--- config.mk ---
export PLATFORM = sky130hd
export DESIGN_NAME = uart_rx_flat
export DESIGN_NICKNAME = d
export VERILOG_FILES = /design/src/rtl/uart_rx_pkg.sv /design/src/rtl/uart_rx_if.sv /design/src/rtl/uart_rx_sync.sv /design/src/rtl/uart_rx.sv /design/src/flat_wrapper.sv
export SDC_FILE = /design/constraint.sdc
export NUM_CORES = 1
export LEC_CHECK = 0
export CAP_MARGIN = 20
export CORE_AREA = 4 4 82 84
export CTS_CLUSTER_DIAMETER = 100
export DETAILED_ROUTE_END_ITERATION = 10
export DIE_AREA = 0 0 86 88
export HOLD_SLACK_MARGIN = 0.1
export MAX_ROUTING_LAYER = met4
export PLACE_DENSITY = 0.81
export SLEW_MARGIN = 20
export SYNTH_ARGS = -nofsm -noshare
export SYNTH_HDL_FRONTEND = slang
export SYNTH_HIERARCHICAL = 1
export SYNTH_SLANG_ARGS = --single-unit
--- constraint.sdc ---
create_clock -name clk -period 3.35 [get_ports clk]
set_clock_uncertainty 0.05 [all_clocks]
set_input_delay 0.8375 -clock clk [delete_from_list [all_inputs] [get_ports clk]]
set_output_delay 0.8375 -clock clk [all_outputs]
set_load 0.01 [all_outputs]
--- src/rtl/uart_rx_pkg.sv ---
`default_nettype none
// =============================================================================
// Module      : uart_rx_pkg
// Description : Shared UART types, default frame size and bit-timing helper.
// Revision    : 1.0 - initial release
// =============================================================================
package uart_rx_pkg;

    typedef enum logic [1:0] {
        IDLE  = 2'd0,
        START = 2'd1,
        DATA  = 2'd2,
        STOP  = 2'd3
    } uart_state_t;

    localparam int UART_DATA_BITS = 8;

    // Divider value is one less than the bit period in clock cycles.
    function automatic int unsigned clkdiv_calc(input int unsigned clk_hz,
                                                input int unsigned baud);
        return clk_hz / baud - 1;
    endfunction

endpackage
`default_nettype wire

--- src/rtl/uart_rx_if.sv ---
`default_nettype none
// =============================================================================
// Module      : uart_rx_if
// Description : Serial line, bit-timing control and received-byte signals.
// Revision    : 1.0 - initial release
// =============================================================================
interface uart_rx_if #(
    parameter int DATA_BITS = 8,
    parameter int CLKDIV_W  = 16
);
    logic [CLKDIV_W-1:0]  clkdiv;
    logic                 rx_serial;
    logic [DATA_BITS-1:0] rx_dout;
    logic                 rx_done;
    logic                 rx_busy;
    logic                 frame_err;

    modport master (
        output clkdiv, rx_serial,
        input  rx_dout, rx_done, rx_busy, frame_err
    );

    modport slave (
        input  clkdiv, rx_serial,
        output rx_dout, rx_done, rx_busy, frame_err
    );
endinterface
`default_nettype wire

--- src/rtl/uart_rx_sync.sv ---
`default_nettype none
// =============================================================================
// Module      : uart_rx_sync
// Description : Two-flop synchroniser with a parameterised reset value.
// Revision    : 1.0 - initial release
// =============================================================================
module uart_rx_sync #(
    parameter logic RST_VAL = 1'b1
) (
    input  wire logic clk,
    input  wire logic srstn,
    input  wire logic i_d,
    output logic      o_q
);
    logic r_meta;
    logic r_sync;

    always_ff @(posedge clk) begin
        if (!srstn) begin
            r_meta <= RST_VAL;
            r_sync <= RST_VAL;
        end else begin
            r_meta <= i_d;
            r_sync <= r_meta;
        end
    end

    assign o_q = r_sync;
endmodule
`default_nettype wire

--- src/rtl/uart_rx.sv ---
`default_nettype none
// =============================================================================
// Module      : uart_rx
// Description : UART receiver, 1 start / DATA_BITS data LSB first / 1 stop.
// Revision    : 1.0 - initial release
// =============================================================================
module uart_rx
    import uart_rx_pkg::*;
#(
    parameter int DATA_BITS = UART_DATA_BITS,
    parameter int CLKDIV_W  = 16
) (
    input  wire logic clk,
    input  wire logic srstn,
    uart_rx_if.slave  bus
);
    localparam int                c_idx_w    = (DATA_BITS > 1) ? $clog2(DATA_BITS) : 1;
    localparam logic [c_idx_w-1:0] c_last_idx = c_idx_w'(DATA_BITS - 1);
    localparam logic [CLKDIV_W-1:0] c_one     = CLKDIV_W'(1);

    uart_state_t          r_state;
    logic [CLKDIV_W-1:0]  r_cnt;
    logic [CLKDIV_W-1:0]  r_div;
    logic [c_idx_w-1:0]   r_bit_idx;
    logic [DATA_BITS-1:0] r_shift;
    logic [DATA_BITS-1:0] r_dout;
    logic                 r_armed;
    logic                 r_done;
    logic                 r_busy;
    logic                 r_ferr;

    logic w_line;
    logic w_mid;
    logic w_bit_end;

    uart_rx_sync #(.RST_VAL(1'b1)) u_sync (
        .clk   (clk),
        .srstn (srstn),
        .i_d   (bus.rx_serial),
        .o_q   (w_line)
    );

    assign w_mid     = (r_cnt == (r_div >> 1));
    assign w_bit_end = (r_cnt == r_div);

    always_ff @(posedge clk) begin
        if (!srstn) begin
            r_state   <= IDLE;
            r_cnt     <= '0;
            r_div     <= '0;
            r_bit_idx <= '0;
            r_shift   <= '0;
            r_dout    <= '0;
            r_armed   <= 1'b0;
            r_done    <= 1'b0;
            r_busy    <= 1'b0;
            r_ferr    <= 1'b0;
        end else begin
            r_done <= 1'b0;
            r_ferr <= 1'b0;
            case (r_state)
                IDLE: begin
                    // A low line only counts as a start once it has been seen high,
                    // so a break after a framing error is not re-received.
                    if (w_line) begin
                        r_armed <= 1'b1;
                    end else if (r_armed) begin
                        r_state <= START;
                        r_div   <= bus.clkdiv;
                        r_cnt   <= '0;
                        r_busy  <= 1'b1;
                    end
                end
                START: begin
                    if (w_mid) begin
                        r_cnt <= '0;
                        if (!w_line) begin
                            r_state   <= DATA;
                            r_bit_idx <= '0;
                        end else begin
                            r_state <= IDLE;
                            r_busy  <= 1'b0;
                        end
                    end else begin
                        r_cnt <= r_cnt + c_one;
                    end
                end
                DATA: begin
                    if (w_bit_end) begin
                        r_cnt              <= '0;
                        r_shift[r_bit_idx] <= w_line;
                        if (r_bit_idx == c_last_idx) begin
                            r_state <= STOP;
                        end else begin
                            r_bit_idx <= r_bit_idx + 1'b1;
                        end
                    end else begin
                        r_cnt <= r_cnt + c_one;
                    end
                end
                STOP: begin
                    if (w_bit_end) begin
                        r_cnt   <= '0;
                        r_state <= IDLE;
                        r_busy  <= 1'b0;
                        if (w_line) begin
                            r_dout <= r_shift;
                            r_done <= 1'b1;
                        end else begin
                            r_ferr  <= 1'b1;
                            r_armed <= 1'b0;
                        end
                    end else begin
                        r_cnt <= r_cnt + c_one;
                    end
                end
                default: begin
                    r_state <= IDLE;
                    r_busy  <= 1'b0;
                end
            endcase
        end
    end

    assign bus.rx_dout   = r_dout;
    assign bus.rx_done   = r_done;
    assign bus.rx_busy   = r_busy;
    assign bus.frame_err = r_ferr;
endmodule
`default_nettype wire
--- src/flat_wrapper.sv ---
// flat-port wrapper written by rule: the top's interface ports become plain ports
module uart_rx_flat import uart_rx_pkg::*;
#(
    parameter int DATA_BITS = UART_DATA_BITS,
    parameter int CLKDIV_W  = 16
)
  (clk, srstn, bus_clkdiv, bus_rx_serial, bus_rx_dout, bus_rx_done, bus_rx_busy, bus_frame_err);
  uart_rx_if #(.DATA_BITS(DATA_BITS), .CLKDIV_W(CLKDIV_W)) bus_i ();
  input  wire logic clk;
  input  wire logic srstn;
  input wire logic [$bits(bus_i.clkdiv)-1:0] bus_clkdiv;
  input wire logic [$bits(bus_i.rx_serial)-1:0] bus_rx_serial;
  output wire logic [$bits(bus_i.rx_dout)-1:0] bus_rx_dout;
  output wire logic [$bits(bus_i.rx_done)-1:0] bus_rx_done;
  output wire logic [$bits(bus_i.rx_busy)-1:0] bus_rx_busy;
  output wire logic [$bits(bus_i.frame_err)-1:0] bus_frame_err;
  assign bus_i.clkdiv = bus_clkdiv;
  assign bus_i.rx_serial = bus_rx_serial;
  assign bus_rx_dout = bus_i.rx_dout;
  assign bus_rx_done = bus_i.rx_done;
  assign bus_rx_busy = bus_i.rx_busy;
  assign bus_frame_err = bus_i.frame_err;
  uart_rx #(.DATA_BITS(DATA_BITS), .CLKDIV_W(CLKDIV_W)) u_core (.clk(clk), .srstn(srstn), .bus(bus_i));
endmodule
# Word-level counts from Yosys, hierarchy flattened
# Cells that the tools add are included.
# totals
inputBits,19
register_bits,59
wordCells,82
# classes
n_eq_ne,17
n_reduce_logical,15
n_lt_le_gt_ge,2
addsub,2
bitwise,1
n_mux,33
# ops
op,count
2-to-1 mux 16 bit,4
case mux 16 bit (3 select lines),1
adder 16 x 1 -> 16 bit (second input constant),1
equality test 16 x 15 -> 1 bit,1
equality test 16 bit,1
2-to-1 mux 2 bit,7
2-to-1 mux 3 bit,4
!= test 2 bit (second input constant),6
AND reduction 6 bit,2
2-to-1 mux 1 bit,11
!= test 2 x 1 -> 1 bit (second input constant),5
AND reduction 3 bit,3
bitwise mux 8 bit,1
case mux 2 bit (4 select lines),1
case mux 3 bit (2 select lines),1
AND reduction 5 bit,1
equality test 2 bit (second input constant),2
< comparator 3 x 4 -> 1 bit (second input constant),1
AND reduction 2 bit,2
AND reduction 4 bit,1
nonzero test 2 bit,2
adder 3 x 1 -> 3 bit (second input constant),1
demux 1 bit (select 3 bit),1
equality test 3 bit (second input constant),1
9 further kinds,9

# Depth between registers and ports, before layout
# Gate-level depths: netlist of the first run.
# depth
ltp_word,5
mapped_depth,9

# Cells and area by module
# The synthesis of the first run kept the hierarchy.
# modules_own_cells
module,n_inst,seq_area_each_um2,cells_each,area_each_um2
uart_rx,1,1141.1,339,2909.0
uart_rx_sync,1,40.0,4,52.6

# Worst setup path after synthesis of the first run
# OpenSTA, ideal clock, no wires.
# synth_path
path_type,input to register
startpoint,input port srstn
endpoint,register u_core.r_cnt[7]
path_slack_ps,1426
path_buffers,2
stages,6
arrival_time_ps,1800
cell_sequence,clkbuf_1 > nand2_1 > o32ai_4 > buf_6 > o21ai_0 > a31oi_1
# synth_lines
element,line,text
from (decl),flat_wrapper.sv:10,input wire logic srstn;
to (signal assigned),uart_rx.sv:85,r_cnt <= r_cnt + c_one;
to (signal assigned),uart_rx.sv:98,r_cnt <= r_cnt + c_one;
to (signal assigned),uart_rx.sv:114,r_cnt <= r_cnt + c_one;
to (decl),uart_rx.sv:22,logic [CLKDIV_W-1:0] r_cnt;

==> flow_metrics.env, run 1 <==
export IMPL_status="finished, final reports clean"
export IMPL_critPathSlowestCell="o32ai_4"
export IMPL_timing_final_crit_share_pct=74.5
export IMPL_path_class="in -> reg"
export IMPL_p_int_uw=1100
export IMPL_setup_slack_ns=0.854
export IMPL_syn_area_um2=2960
export IMPL_setup_violations=0
export IMPL_worstPathMaxFanout=26
export IMPL_layout_common_cells="nand2_1, dfxtp_1, a21oi_1"
export IMPL_cp_endpoint="u_core/r_cnt[13]"
export IMPL_ant_nets=0
export IMPL_place_congestion=0.915
export IMPL_r2r_cells=7
export IMPL_die_area_um2=7570
export IMPL_fp_dieH_um=88
export IMPL_routed_wl_um=6120
export IMPL_rows=28
export IMPL_seqPwrFrac_pct=50.0
export IMPL_grt_max_degree=33
export IMPL_num_vias=2426
export IMPL_antenna_found_initial=0
export IMPL_reg2reg_slack_ns=0.93
export IMPL_syn_num_nets=365
export IMPL_grt_pass1_wl_um=10500
export IMPL_synthArstFlopShare_pct=0
export IMPL_hpwl_um=4320
export IMPL_placed_area_um2=3210
export IMPL_worst_pin_slew_ns=0.890
export IMPL_fin_area_um2=3390
export IMPL_n_antenna_cell=0
export IMPL_crit_path_end_kind="register"
export IMPL_setup_tns_final_ns=0
export IMPL_grt_use_total_pct=18.2
export IMPL_dpl_worst_slack_ns=0.534
export IMPL_drive_gt1_share_pct=8.72
export IMPL_synth_simple_area_share_pct=23.2
export IMPL_synth_xor_area_share_pct=9.67
export IMPL_yosys_warnings=6
export IMPL_clk_latency_ns=0.34
export IMPL_switchingPower_uw=367
export IMPL_max_slew_margin_pct=40.6
export IMPL_cp_arrival_ns=2.71
export IMPL_synth_compound_gate_area_share_pct=13.3
export IMPL_drt_initial_drc_count=195
export IMPL_ys_seq_elements=59
export IMPL_hold_path_class="reg -> reg"
export IMPL_io_pins=30
export IMPL_layoutNonFillerInstCount=442
export IMPL_cts_resized=0
export IMPL_via_per_inst=5.49
export IMPL_fillCellCount=526
export IMPL_initial_core_util_pct=50.0
export IMPL_max_cap_violations=0
export IMPL_slew_viol_final=0
export IMPL_fp_dieW_um=86
export IMPL_layout_min_cycle_time_ns=2.50
export IMPL_synth_fa_ha_area_share_pct=1.27
export IMPL_r2r_end="u_core/bus.rx_dout[4]"
export IMPL_synth_top_family_by_area="simple AND/OR/NAND/NOR gates"
export IMPL_fin_nets=384
export IMPL_grt_ovfl_total=0
export IMPL_layout_commonest_cell="nand2_1"
export IMPL_pwr_share_comb_pct=11.7
export IMPL_crit_path_cell_trace="clkdlybuf4s50_1 -> clkinv_1 -> o32ai_4 -> a41oi_1 -> a31oi_1"
export IMPL_cts_max_path_buffers=2
export IMPL_cts_root_buf="clkbuf_8"
export IMPL_synth_avg_cell_area_um2=8.63
export IMPL_required_ns=3.56
export IMPL_drc=0
export IMPL_synthDistinctLibCells=48
export IMPL_clk_pin_slew_ns=0.06
export IMPL_max_vdd_ir_drop_mv=0.265
export IMPL_synth_edf_count=0
export IMPL_clock_sinks=59
export IMPL_seq_area_frac_synth_pct=39.9
export IMPL_startpoint="srstn"
export IMPL_multiInputGateArea_um2=1590
export IMPL_netlist_instances=343
export IMPL_cts_setup_buffers=0
export IMPL_register_area_um2=1180
export IMPL_syn_to_final_growth_pct=14.4
export IMPL_startpoint_type="primary input"
export IMPL_finalHoldViolations=0
export IMPL_firstDrtPassIters=4
export IMPL_cts_buffers=9
export IMPL_max_freq_mhz=401
export IMPL_core_um2=5920
export IMPL_power_density_nw_per_um2=434
export IMPL_p_sw_share_pct=25.0
export IMPL_yosys_mux_area_fraction_pct=6.42
export IMPL_synth_ff_type="dfxtp_1"
export IMPL_r2r_start="u_core/r_cnt[6]"
export IMPL_rsz0062_at_grt="false"
export IMPL_hold_ws_ns=0.360
export IMPL_grt_pass1_vias=2304
export IMPL_wl_per_cell_um=13.8
export IMPL_cpPeakStageDelay_ns=0.82
export IMPL_clkPwrFrac_pct=38.3
export IMPL_dp_cells=426
export IMPL_leakage_uw=0.00116
export IMPL_cts_hold_buffers_added=0
export IMPL_cts_tree="done"
export IMPL_cts_max_level=3
export IMPL_port_buffers=29
## area by class of cell
cell class                 count  share of cell area [%]
clock buffer                  14                    4.80
clock inverter                 2                   0.296
sequential                    59                    34.9
multi-input combinational    252                    47.0
timing repair buffer          33                    9.46
tap                           75                    2.77
inverter                       7                   0.776
## sequential cells by signal, indices dropped and copies added, names as in the netlist, named ones only
name	cells
u_core/r_cnt	16
u_core/r_div	16
u_core/bus.rx_dout	8
u_core/r_shift	8
u_core/r_bit_idx	3
u_core/bus.frame_err	1
u_core/bus.rx_busy	1
u_core/bus.rx_done	1
u_core/r_armed	1
u_core/r_state	1
u_core/u_sync/o_q	1
u_core/u_sync/r_meta	1
## worst min path at each step
stage	cells after the start	end	from
3_5_place_dp	1	u_core/u_sync/o_q	u_core/u_sync/r_meta
6_report	1	u_core/u_sync/o_q	u_core/u_sync/r_meta
4_1_cts	1	u_core/u_sync/o_q	u_core/u_sync/r_meta
5_1_grt	1	u_core/u_sync/o_q	u_core/u_sync/r_meta
2_1_floorplan	1	u_core/u_sync/o_q	u_core/u_sync/r_meta
3_3_place_gp	1	u_core/u_sync/o_q	u_core/u_sync/r_meta
## worst max-delay path, delay by kind of cell
kind	cells	cell delay, ns
AO/OA/AOI/OAI	3	1.24
buffers and inverters	2	0.62
## layer usage
| metal | vias up | track usage [%] | wire (um) |
|---|---|---|---|
| li1 | 1222 | - | - |
| met4 | 0 | 9.50 | 153 |
| met3 | 14 | 4.23 | 238 |
| met2 | 54 | 27.5 | 2800 |
| met1 | 1136 | 22.7 | 2930 |
| met5 | - | - | 0 |
## cell usage after synthesis (all sizes together) (2+ instances only)
cell type	number	area (um^2)
or2	2	12.5
xnor2	31	287
nor2	19	71.3
nor3b	2	25.0
and3	5	37.5
a21oi	32	164
nand2b	4	25.0
buf	17	130
a31oi	11	68.8
nor3	2	10.0
and4	2	18.8
clkbuf	8	31.3
dfxtp	59	1180
nor4	3	40.0
nand3	10	50.1
o21ai	9	45.0
mux2i	19	190
inv	6	22.5
ha	3	37.5
a41oi	2	17.5
nand2	66	248
nand3b	5	50.1
and2	2	12.5
nand4	11	68.8
## through the flow
stage	power [uW]	utilization, %
3_3_place_gp	917	54.3
6_report	1470	57.2
4_1_cts	1480	57.2
3_5_place_dp	921	54.3
5_1_grt	1540	57.2
2_1_floorplan	871	-
## power groups by stage
| stage | Combinational [uW] | Sequential, uW | Clock (uW) |
|---|---|---|---|
| 2_1_floorplan | 128 | 743 | 0 |
| 3_3_place_gp | 169 | 748 | 0 |
| 3_5_place_dp | 172 | 749 | 0 |
| 4_1_cts | 173 | 734 | 577 |
| 5_1_grt | 191 | 736 | 613 |
| 6_report | 172 | 734 | 562 |
## logic make-up after synthesis
kind of cell / Yosys count
buffers and inverters: 32
multiplexers: 19
flip-flops: 59
XOR/XNOR: 31
AND/OR/NAND/NOR: 135
adder cells (fa/ha/maj): 3
AO/OA/AOI/OAI: 64
Note: power is estimated with default switching activity, not from simulation.
==> inputs of run 2 (changes only) <==
--- a/config.mk
+++ b/config.mk
@@ -12,7 +12,7 @@
 export DIE_AREA = 0 0 86 88
 export HOLD_SLACK_MARGIN = 0.1
 export MAX_ROUTING_LAYER = met4
-export PLACE_DENSITY = 0.81
+export PLACE_DENSITY = 0.83
 export SLEW_MARGIN = 20
 export SYNTH_ARGS = -nofsm -noshare
 export SYNTH_HDL_FRONTEND = slang
==> constraint.sdc (replaced) <==
create_clock -name clk -period 2.04 [get_ports clk]
set_clock_uncertainty 0.05 [all_clocks]
set_input_delay 0.51 -clock clk [delete_from_list [all_inputs] [get_ports clk]]
set_output_delay 0.51 -clock clk [all_outputs]
set_load 0.01 [all_outputs]
==> run 2 against run 1 <==
Net effect:
- highest routed layer unchanged
- first-iteration DRC count grew 21%
- sequential power grew 63%
- largest cell class unchanged
- combinational power grew 120%
- critical endpoint is now u_core/r_shift[6]
- the flow now finishes with violations (setup timing)
==> flow_metrics.env, run 2 (synthesized netlist as in run 1, its figures left out) <==
export IMPL_grt_ovfl_total=0
export IMPL_switchingPower_uw=677
export IMPL_dpl_worst_slack_ns=-0.0478
export IMPL_slew_viol_final=0
export IMPL_worst_pin_slew_ns=0.488
export IMPL_syn_to_final_growth_pct=27.8
export IMPL_worstPathMaxFanout=8
export IMPL_clkPwrFrac_pct=45.1
export IMPL_max_slew_margin_pct=67.4
export IMPL_max_cap_violations=0
export IMPL_cts_buffers=9
export IMPL_antenna_found_initial=0
export IMPL_pwr_share_comb_pct=13.1
export IMPL_startpoint="u_core/r_div[1]"
export IMPL_drc=0
export IMPL_fp_dieH_um=88
export IMPL_hold_path_class="reg -> reg"
export IMPL_max_freq_mhz=481
export IMPL_violations="setup timing"
export IMPL_power_density_nw_per_um2=760
export IMPL_fin_nets=408
export IMPL_met1_usage_pct=22.0
export IMPL_hp_start="u_core/u_sync/r_meta"
export IMPL_cts_max_path_buffers=2
export IMPL_layout_common_cells="nand2_1, dfxtp_1, a21oi_1"
export IMPL_timing_final_crit_share_pct=102
export IMPL_max_vdd_ir_drop_mv=0.534
export IMPL_grtUsageMet3_pct=3.01
export IMPL_layout_min_cycle_time_ns=2.08
export IMPL_initial_core_util_pct=50.0
export IMPL_grt_max_degree=27
export IMPL_ant_nets=0
export IMPL_cp_common_cell="buf_4"
export IMPL_wl_per_cell_um=15.4
export IMPL_cpPeakStageDelay_ns=0.40
export IMPL_setup_violations=6
export IMPL_cts_max_level=3
export IMPL_final_util_pct=63.9
export IMPL_clk_pin_slew_ns=0.06
export IMPL_r2r_start="u_core/r_div[1]"
export IMPL_grt_use_total_pct=18.8
export IMPL_die_area_um2=7570
export IMPL_p_int_uw=2200
export IMPL_layout_commonest_cell="nand2_1"
export IMPL_setup_tns_final_ns=-0.129
export IMPL_status="finished, violations left"
export IMPL_clock_sinks=59
export IMPL_cts_hold_buffers_added=0
export IMPL_hpwl_um=4670
export IMPL_drive_gt1_share_pct=23.8
export IMPL_place_congestion=0.995
export IMPL_path_class="reg -> reg"
export IMPL_cts_root_buf="clkbuf_8"
export IMPL_grt_pass1_wl_um=10800
export IMPL_cp_arrival_ns=2.27
export IMPL_firstDrtPassIters=4
export IMPL_rsz0062_at_grt="true"
export IMPL_startpoint_type="register"
export IMPL_required_ns=2.23
export IMPL_finalHoldViolations=0
export IMPL_crit_path_cell_trace="xnor2_1 -> nand4_1 -> nor4_2 -> buf_4 -> buf_6 -> nand3b_4 -> buf_4 -> o31ai_1"
export IMPL_largestRegisters="u_core/r_cnt: 16 flops, u_core/r_div: 16 flops"
export IMPL_leakage_uw=0.00135
export IMPL_drt_initial_drc_count=236
export IMPL_num_vias=2620
export IMPL_busiest_layer="met2"
export IMPL_critPathSlowestCell="dfxtp_1"
export IMPL_grt_pass1_vias=2383
export IMPL_crit_path_end_kind="register"
export IMPL_n_antenna_cell=0
export IMPL_p_sw_share_pct=23.5
export IMPL_routed_wl_um=7180
export IMPL_via_per_inst=5.62
export IMPL_setup_slack_ns=-0.0376
export IMPL_cts_tree="done"
export IMPL_rows=28
export IMPL_io_pins=30
export IMPL_grtUsageMet2_pct=31.1
export IMPL_core_um2=5920
export IMPL_seqPwrFrac_pct=41.8
export IMPL_clk_latency_ns=0.34
export IMPL_port_buffers=29
export IMPL_fp_dieW_um=86
==> run 2: what timing repair did <==
| item | CTS | global route |
|---|---|---|
| pin swaps | 0 | 4 |
| gates resized for setup | 4 | 38 |
| buffers inserted | 0 | 3 |
| setup endpoints to repair | 11 | 22 |
==> run 2: path summary, 6_finish.rpt <==
check                 endpoint  slack [ns]  depth (start not counted)
max reg2reg  u_core/r_shift[6]       -0.04                          8
min          u_core/u_sync/o_q        0.36                          1
min reg2reg  u_core/u_sync/o_q        0.36                          1
max          u_core/r_shift[6]       -0.04                          8
==> run 2: layer usage <==
metal  routed length (um)  vias to the layer above
met1                 3120                     1251
met4                  193                        0
met2                 3520                       81
met3                  353                       16
li1                     -                     1272
met5                    0                        -
==> run 2: metrics by stage <==
| stage | instance area [um^2] | std cells | hold WS [ns] | power [uW] |
|---|---|---|---|---|
| finish | 3780 | 466 | 0.360 | 2880 |
| detailed placement | 3400 | 447 | 0.345 | 1550 |
| global placement | 3400 | 447 | 0.341 | 1540 |
| floorplan | 2960 | 343 | 0.336 | 1430 |
| global route | 3780 | 466 | 0.380 | 2960 |
| CTS | 3640 | 463 | 0.364 | 2840 |
==> run 2: area by class of cell <==
cell class	count	area, um^2
Sequential cell	59	1230
Inverter	7	26.3
Tap cell	75	93.8
Fill cell	412	2140
Timing Repair Buffer	57	529
Clock buffer	11	141
Multi-Input combinational cell	252	1670
Clock inverter	5	100
==> run 2: power by group through the flow <==
stage / registers, uW / clock network, uW / logic (uW)
finish: 1200 / 1300 / 376
detailed placement: 1230 / 0 / 325
floorplan: 1220 / 0 / 210
global placement: 1230 / 0 / 316
CTS: 1200 / 1310 / 328
global route: 1200 / 1350 / 400
==> run 2: worst max-delay path, delay by kind of cell, from the launching register on <==
family                 cells  cell delay (ns)
XOR/XNOR                   1             0.15
AND/OR/NAND/NOR            3             0.63
AO/OA/AOI/OAI              1             0.26
flip-flops                 1             0.40
buffers and inverters      3             0.48
==> inputs of run 3 (changes only) <==
==> constraint.sdc (replaced) <==
create_clock -name clk -period 1.9 [get_ports clk]
set_clock_uncertainty 0.05 [all_clocks]
set_input_delay 0.475 -clock clk [delete_from_list [all_inputs] [get_ports clk]]
set_output_delay 0.475 -clock clk [all_outputs]
set_load 0.01 [all_outputs]
==> run 3 against run 2 <==
Net effect:
- the flow still finishes with violations (setup timing)
- first-iteration DRC count is 36% higher
- combinational power is 22% higher
- utilization is 4.2 points higher
- sequential power is 8% higher
- wire length is 18% higher
- critical path depth is 1 higher
- cell area is 6.5% higher
- via count is 9.5% higher
- final cell count is 3.4% higher
- die area stayed put
- worst hold slack better by 0.0088 ns
- critical path type unchanged
- largest cell class unchanged
==> flow_metrics.env, run 3 (synthesized netlist as in run 1, its figures left out) <==
export IMPL_cts_max_level=3
export IMPL_clk_latency_ns=0.34
export IMPL_setup_slack_ns=-0.205
export IMPL_worst_pin_slew_ns=0.538
export IMPL_cts_max_path_buffers=2
export IMPL_place_congestion=0.918
export IMPL_clock_sinks=59
export IMPL_cpPeakStageDelay_ns=0.37
export IMPL_critPathSlowestCell="dfxtp_4"
export IMPL_cp_common_cell="buf_4"
export IMPL_reg2reg_slack_ns=-0.20
export IMPL_hold_path_class="reg -> reg"
export IMPL_r2r_start="u_core/r_cnt[14]"
export IMPL_cp_depth=9
export IMPL_startpoint_type="register"
export IMPL_syn_to_final_growth_pct=36.1
export IMPL_n_antenna_cell=0
export IMPL_worstPathMaxFanout=7
export IMPL_cts_root_buf="clkbuf_8"
export IMPL_antenna_found_initial=0
export IMPL_fin_area_um2=4030
export IMPL_max_vdd_ir_drop_mv=0.649
export IMPL_finalHoldViolations=0
export IMPL_rows=28
export IMPL_grt_max_degree=27
export IMPL_num_vias=2870
export IMPL_multiInputGateArea_um2=1800
export IMPL_r2r_cells=9
export IMPL_placed_area_um2=3480
export IMPL_core_um2=5920
export IMPL_drc=0
export IMPL_drive_gt1_share_pct=32.9
export IMPL_layout_min_cycle_time_ns=2.10
export IMPL_rsz0062_at_grt="true"
export IMPL_leakage_uw=0.00145
export IMPL_path_class="reg -> reg"
export IMPL_cts_hold_buffers_added=0
export IMPL_die_area_um2=7570
export IMPL_clk_pin_slew_ns=0.07
export IMPL_violations="setup timing"
export IMPL_required_ns=2.05
export IMPL_grt_pass1_vias=2659
export IMPL_grt_use_total_pct=21.1
export IMPL_ant_nets=0
export IMPL_max_freq_mhz=475
export IMPL_status="finished, violations left"
export IMPL_startpoint="u_core/r_cnt[14]"
export IMPL_cp_top_family="buffers and inverters"
export IMPL_dpl_worst_slack_ns=-0.156
export IMPL_slew_viol_final=0
export IMPL_grt_ovfl_total=0
export IMPL_initial_core_util_pct=50.0
export IMPL_largestRegisters="u_core/r_cnt: 16 flops, u_core/r_div: 16 flops"
export IMPL_layoutNonFillerInstCount=482
export IMPL_register_area_um2=1230
export IMPL_crit_buf_inv=3
export IMPL_fillCellCount=374
export IMPL_cp_arrival_ns=2.25
export IMPL_max_cap_violations=0
export IMPL_power_density_nw_per_um2=714
export IMPL_timing_final_crit_share_pct=111
export IMPL_r2r_end="u_core/r_cnt[14]"
export IMPL_port_buffers=29
export IMPL_cts_tree="done"
export IMPL_wl_per_cell_um=17.5
export IMPL_hpwl_um=4940
export IMPL_grt_pass1_wl_um=12200
export IMPL_setup_violations=31
export IMPL_firstDrtPassIters=6
export IMPL_fp_dieH_um=88
export IMPL_cp_endpoint="u_core/r_cnt[14]"
export IMPL_io_pins=30
export IMPL_fin_nets=424
export IMPL_drt_initial_drc_count=322
export IMPL_cts_buffers=9
export IMPL_routed_wl_um=8450
export IMPL_fp_dieW_um=86
export IMPL_max_slew_margin_pct=64.1
export IMPL_layout_common_cells="nand2_1, buf_4, dfxtp_1"
export IMPL_via_per_inst=5.95
export IMPL_dp_cells=458
export IMPL_layout_commonest_cell="nand2_1"
export IMPL_crit_path_end_kind="register"
export IMPL_crit_path_cell_trace="xnor2_2 -> nand4_1 -> nor4_2 -> buf_4 -> buf_4 -> o32ai_4 -> buf_12 -> a21oi_1 -> a31oi_1"
==> run 3: how the worst min path moves through the flow <==
stage,startpoint,endpoint,slack [ns],cells after the start
2_1_floorplan,u_core/u_sync/r_meta,u_core/u_sync/o_q,0.34,1
3_3_place_gp,u_core/u_sync/r_meta,u_core/u_sync/o_q,0.34,1
3_5_place_dp,u_core/u_sync/r_meta,u_core/u_sync/o_q,0.35,1
4_1_cts,u_core/u_sync/r_meta,u_core/u_sync/o_q,0.37,1
5_1_grt,u_core/u_sync/r_meta,u_core/u_sync/o_q,0.42,1
6_report,u_core/u_sync/r_meta,u_core/u_sync/o_q,0.37,1
==> run 3: timing repair <==
item | CTS | global route
buffers inserted | 3 | 3
gates resized for setup | 37 | 38
pin swaps | 8 | 10
endpoints found under the setup margin | 37 | 37
cloned | 0 | 2
hold endpoints to repair | 0 | 0
==> run 3: final cells by class <==
type | instances | share of cell area [%]
clock buffers | 9 | 3.07
clock inverters | 7 | 1.71
inverters | 7 | 0.652
multi-input cells | 252 | 44.7
flip-flops and latches | 59 | 30.5
well taps | 75 | 2.33
repair buffers | 73 | 17.0
==> run 3: through the flow <==
stage | util, % | TNS [ns] | hold WS [ns] | total power, uW
2_1_floorplan | - | 0 | 0.336 | 1540
3_3_place_gp | 58.8 | -1.64 | 0.339 | 1670
3_5_place_dp | 58.8 | -2.43 | 0.349 | 1690
4_1_cts | 64.2 | -0.0281 | 0.371 | 2800
5_1_grt | 68.1 | -3.96 | 0.421 | 3000
6_report | 68.1 | -2.08 | 0.369 | 2880
==> run 3: per-layer routing <==
metal / vias up / global-route usage (%) / part of all wire, %
li1: 1305 / - / -
met1: 1356 / 24.3 / 41
met2: 160 / 36.2 / 48
met3: 49 / 3.10 / 6.9
met4: 0 / 9.64 / 4.4
met5: - / - / 0
==> run 3: power breakdown <==
group	total [uW]	switching, uW	internal [uW]
Clock	1130	530	599
Sequential	1290	32.8	1260
Combinational	460	221	239
Total	2880	783	2100
